$ cat src/rtl/codec_pkg.sv
// Frame geometry and phase-decode types shared by the codec interface blocks.
// The frame has 1024 system clocks, split into a left half and a right half of 16 bit slots each.
package codec_pkg;
    localparam int CNT_W   = 10;
    localparam int SMPL_W  = 16;
    localparam int FRAME_W = 2 * SMPL_W;

    localparam logic [4:0]       SAMPLE_PH = 5'h10;
    localparam logic [4:0]       SHIFT_PH  = 5'h1F;
    localparam logic [CNT_W-1:0] LFT_CAP   = 10'h1F1;
    localparam logic [CNT_W-1:0] RHT_CAP   = 10'h3F1;
    localparam logic [CNT_W-1:0] DAC_LOAD  = 10'h3FF;

    typedef logic [CNT_W-1:0]  cnt_t;
    typedef logic [SMPL_W-1:0] smpl_t;

    // One-clk strobes decoded from the frame counter.
    typedef struct packed {
        logic sample_en;
        logic shift_en;
        logic lcap;
        logic rcap;
        logic dload;
    } phase_t;

    function automatic logic at_bit_phase(input cnt_t cnt, input logic [4:0] ph);
        return cnt[4:0] == ph;
    endfunction
endpackage

$ cat src/rtl/codec_clk_gen.sv
// Frame counter, codec clock outputs, codec reset sequencing and phase strobes.
// The clocks are taken straight from counter flops, so they cannot glitch.
module codec_clk_gen
    import codec_pkg::*;
(
    input  logic   clk,
    input  logic   rst,
    output logic   lrclk,
    output logic   sclk,
    output logic   mclk,
    output logic   codec_rst_n,
    output phase_t phase
);
    cnt_t cnt_q, cnt_d;
    logic codec_rst_n_q, codec_rst_n_d;

    // codec_rst_n is released by the first counter wrap and then stays high.
    always_comb begin
        cnt_d         = cnt_q + cnt_t'(1);
        codec_rst_n_d = codec_rst_n_q | (cnt_q == DAC_LOAD);
    end

    always_ff @(posedge clk or posedge rst) begin
        if (rst) begin
            cnt_q         <= '0;
            codec_rst_n_q <= 1'b0;
        end else begin
            cnt_q         <= cnt_d;
            codec_rst_n_q <= codec_rst_n_d;
        end
    end

    assign lrclk       = cnt_q[CNT_W-1];
    assign sclk        = cnt_q[4];
    assign mclk        = cnt_q[1];
    assign codec_rst_n = codec_rst_n_q;

    always_comb begin
        phase           = '0;
        phase.sample_en = at_bit_phase(cnt_q, SAMPLE_PH);
        phase.shift_en  = at_bit_phase(cnt_q, SHIFT_PH);
        phase.lcap      = (cnt_q == LFT_CAP);
        phase.rcap      = (cnt_q == RHT_CAP);
        phase.dload     = (cnt_q == DAC_LOAD);
    end
endmodule

$ cat src/rtl/codec_intf.sv
// Serial audio codec interface: ADC deserializer, DAC serializer and codec clocks/reset.
// Left-justified, MSB-first, 16-bit slots; the new ADC pair is announced by a one-clk valid.
module codec_intf
    import codec_pkg::*;
(
    input  logic              clk,
    input  logic              rst,
    input  logic              sdin,
    input  logic [SMPL_W-1:0] dac_lft,
    input  logic [SMPL_W-1:0] dac_rht,
    output logic [SMPL_W-1:0] adc_lft,
    output logic [SMPL_W-1:0] adc_rht,
    output logic              valid,
    output logic              LRCLK,
    output logic              SCLK,
    output logic              MCLK,
    output logic              codec_rst_n,
    output logic              sdout
);
    phase_t phase;

    codec_clk_gen u_clk_gen (
        .clk         (clk),
        .rst         (rst),
        .lrclk       (LRCLK),
        .sclk        (SCLK),
        .mclk        (MCLK),
        .codec_rst_n (codec_rst_n),
        .phase       (phase)
    );

    smpl_t               adc_sr_q, adc_sr_d;
    smpl_t               hold_q, hold_d;
    smpl_t               adc_lft_q, adc_lft_d;
    smpl_t               adc_rht_q, adc_rht_d;
    logic                valid_q, valid_d;
    logic [FRAME_W-1:0]  dac_sr_q, dac_sr_d;

    always_comb begin
        adc_sr_d  = adc_sr_q;
        hold_d    = hold_q;
        adc_lft_d = adc_lft_q;
        adc_rht_d = adc_rht_q;
        dac_sr_d  = dac_sr_q;
        // valid lines up with the cycle the captured pair first appears on the outputs.
        valid_d   = phase.rcap & codec_rst_n;

        if (phase.sample_en) adc_sr_d = {adc_sr_q[SMPL_W-2:0], sdin};
        if (phase.lcap)      hold_d   = adc_sr_q;
        if (phase.rcap) begin
            adc_lft_d = hold_q;
            adc_rht_d = adc_sr_q;
        end

        // The frame load at the wrap takes priority over the slot shift that shares its phase.
        if (phase.dload)         dac_sr_d = {dac_lft, dac_rht};
        else if (phase.shift_en) dac_sr_d = {dac_sr_q[FRAME_W-2:0], 1'b0};
    end

    always_ff @(posedge clk or posedge rst) begin
        if (rst) begin
            adc_sr_q  <= '0;
            hold_q    <= '0;
            adc_lft_q <= '0;
            adc_rht_q <= '0;
            valid_q   <= 1'b0;
            dac_sr_q  <= '0;
        end else begin
            adc_sr_q  <= adc_sr_d;
            hold_q    <= hold_d;
            adc_lft_q <= adc_lft_d;
            adc_rht_q <= adc_rht_d;
            valid_q   <= valid_d;
            dac_sr_q  <= dac_sr_d;
        end
    end

    assign adc_lft = adc_lft_q;
    assign adc_rht = adc_rht_q;
    assign valid   = valid_q;
    assign sdout   = dac_sr_q[FRAME_W-1];
endmodule
$ cat config.mk
export PLATFORM = sky130hd
export DESIGN_NAME = codec_intf
export DESIGN_NICKNAME = d
export VERILOG_FILES = /design/src/rtl/codec_pkg.sv /design/src/rtl/codec_clk_gen.sv /design/src/rtl/codec_intf.sv
export SDC_FILE = /design/constraint.sdc
export NUM_CORES = 1
export LEC_CHECK = 0
export CORE_MARGIN = 3
export CORE_UTILIZATION = 57
export CTS_CLUSTER_DIAMETER = 120
export CTS_CLUSTER_SIZE = 20
export DETAILED_ROUTE_END_ITERATION = 10
export PLACE_DENSITY_LB_ADDON = 0.15
export SYNTH_ARGS = -nofsm -noshare
export SYNTH_HDL_FRONTEND = slang
export SYNTH_SLANG_ARGS = --single-unit
$ cat constraint.sdc
create_clock -name clk -period 8.45 [get_ports clk]
set_clock_uncertainty 0.15 [all_clocks]
set_input_delay 2.535 -clock clk [delete_from_list [all_inputs] [get_ports clk]]
set_output_delay 2.535 -clock clk [all_outputs]
set_load 0.03 [all_outputs]
==> results.toml <==
[setup_path]
end_kind = "primary output"
reg2reg_setup_slack_ns = 5.80
cp.required_ns = 5.77
rr_worst_depth = 6
critical_path_class = "reg -> out"
critical_path.max_fanout = 7
arrival_ns = 1.53
reg2reg_from = "u_clk_gen.cnt_q[1]"
reg2reg_to = "adc_lft[8]"
critPathLaunch = "u_clk_gen.cnt_q[4]"
crit_family = "buffers and inverters"
worst-path-buf-inv = 1
crit_slowest_cell = "clkdlybuf4s50_1"
cp_slowest_stage_delay_ns = 0.71
crit_path_cell_trace = "clkdlybuf4s50_1"
start_kind = "flip-flop"

[power]
p_leak_nw = 2.733
p_seq_frac = 0.586
power.switching_uw = 174.4
power_frac_clock = 0.384
finalPower_uw = 882.4
p_int_uw = 708.0
peakVddDrop_mv = 0.1166
sw_frac_of_total = 0.1976
combinationalPowerShare = 0.030
powerDensity_mw_per_mm2 = 159.3

[logic_synthesis]
synth_cells = 284
avgSynthCellArea_sq_um = 15.84
ys_seq_area_frac = 0.6008
synthDistinctLibCells = 24
syn_nets = 323
yosysWarnings = 0
ys_ff_latch = 108
syn_area_sq_mm = 0.004498

[global_routing]
grt_pass1_vias = 2510
antenna_found_initial = 0
overflow = 0
grt_max_degree = 64
track_usage = 0.1832
grt_pass1_wl_um = 12560

[timing]
setup_viol = 0
clock.fmax_ghz = 0.2372
finalHoldViolCount = 0
setup_ws_ns = 4.233
slew_violations = 0
period_minus_slack_ns = 4.217
worstMarginPinSlew_ns = 0.7402
rsz0062_at_grt = "false"
tns_ns = 0
fin_crit_sh = 0.4990
relSlewSlack = 0.5065

[detailed_routing]
drc_errors = 0
vias = 2429
drt-met1-wl_um = 3568
drt_iter0_markers = 72
met2_length_um = 3440
wl_met3_um = 304
top_layer = "met4"
routed_via_density = 5.246
firstDrtPassIters = 4
wl_per_cell_um = 16.08
ant_nets = 0
wirelength_um = 7443

[floorplan]
core_area_sq_mm = 0.007447
dieHeight_um = 94.84
placementRows = 31
dieArea_sq_mm = 0.008994
ios = 73
die_w_um = 94.84
start_util = 0.6040

[clock_network]
clock_path_buffers = 2
cts_root_buffer = "clkbuf_8"
clock-sinks = 108
clk_pin_slew_ns = 0.09
cts_setup_buffers = 0
worstSkewPairLatency_ns = 0.36
cts_resized = 0
cts-hold-fix-buffers = 0
cts_max_level = 3
cts_tree = "yes"
cts_buffers = 9

[cells_and_area]
final_util = 0.7440
final_cell_mix = "117 x mux2_2, 108 x dfrtp_1, 72 x clkdlybuf4s50_1"
drive_above_1_share = 0.4176
diodes = 0
nNetsFinal = 398
mostFrequentLayoutCell = "mux2_2"
area_delta_synth_final_pct = 23.17

[placed_design]
dp_hpwl_um = 5045
place.gp.congestion = 0.6983
dp_worst_setup_slack_ns = 4.083
io_buffers = 72

[worst_hold_path]
hp-start = "u_clk_gen.codec_rst_n"
hold_class = "reg -> reg"
min_delay_path_depth = 1
hold_path_end = "u_clk_gen.codec_rst_n"

[job]
max_cap_viol_count = 0

[status]
status = "completed"
[through the flow]
stage	instance area (sq um)	std cells	hold WS, ns
after CTS	5540	463	0.3521
after floorplan	4498	284	0.2962
after global routing	5540	463	0.3575
after global placement	5323	447	0.3117
final	5540	463	0.3501
after detailed placement	5323	447	0.3357
[sequential cells by signal (all words and copies together) (netlist names)]
register and cells:
adc_lft 16, u_clk_gen.codec_rst_n 1, adc_rht 16, adc_sr_q 16, u_clk_gen.cnt_q 10, hold_q 16, valid 1, dac_sr_q 32
[power groups by stage]
stage	Sequential (mW)	Clock [mW]	Combinational, mW
after floorplan	0.528	0	0.00808
final	0.517	0.339	0.0265
after detailed placement	0.528	0	0.0273
after global routing	0.518	0.370	0.0294
after CTS	0.517	0.347	0.0275
after global placement	0.528	0	0.0272
[cells in the mapped netlist]
| library cell | count | area, sq um |
|---|---|---|
| nand4_1 | 2 | 12.51 |
| or3b_2 | 1 | 8.760 |
| nor3_1 | 2 | 10.01 |
| mux2_2 | 117 | 1318 |
| nor2b_1 | 1 | 6.260 |
| and4_1 | 1 | 8.760 |
| and2_1 | 1 | 6.260 |
| or2_2 | 1 | 6.260 |
| xor2_1 | 2 | 17.52 |
| nor2_1 | 2 | 7.510 |
| nand2_1 | 4 | 15.01 |
| mux2_4 | 10 | 150.1 |
| inv_1 | 5 | 18.77 |
| or3b_1 | 1 | 8.760 |
| dfrtp_1 | 108 | 2703 |
| clkbuf_1 | 4 | 15.01 |
| or4_4 | 1 | 11.26 |
| nor3_2 | 1 | 10.01 |
| nand3_1 | 2 | 10.01 |
| xnor2_1 | 5 | 43.79 |
| buf_2 | 7 | 35.03 |
| ha_1 | 4 | 50.05 |
| buf_8 | 1 | 15.01 |
| buf_6 | 1 | 11.26 |
[metal layers]
layer,vias up,global-route usage
met5,-,0
met4,0,0.07572
met3,11,0.03745
met2,52,0.2701
met1,1212,0.2667
li1,1154,-
[logic make-up (layout without fill, tap and decap cells)]
| group | Yosys count | in the layout | synth area share |
|---|---|---|---|
| XOR/XNOR | 7 | 7 | 0.01363 |
| AND/OR/NAND/NOR | 20 | 20 | 0.02698 |
| buffers and inverters | 18 | 98 | 0.02114 |
| adder cells (fa/ha/maj) | 4 | 4 | 0.01113 |
| multiplexers | 127 | 127 | 0.3263 |
| flip-flops | 108 | 108 | 0.6008 |
[area by class of cell]
cell class                 instances  area, sq um
fill                             503         1907
sequential                       108         2703
timing repair buffer              77        758.2
inverter                           5        21.27
tap                               99        123.9
clock inverter                     3        68.82
clock buffer                      13        148.9
multi-input combinational        158         1717
[how the worst max path moves through the flow]
stage | endpoint | slack (ns) | cells after the start
6_report | SCLK | 4.23 | 1
5_1_grt | SCLK | 4.15 | 1
4_1_cts | SCLK | 4.20 | 1
3_5_place_dp | adc_lft[5] | 4.08 | 3
3_3_place_gp | adc_lft[3] | 4.08 | 3
2_1_floorplan | adc_lft[0] | 2.92 | 1
Power figures use the tool's default switching activity.
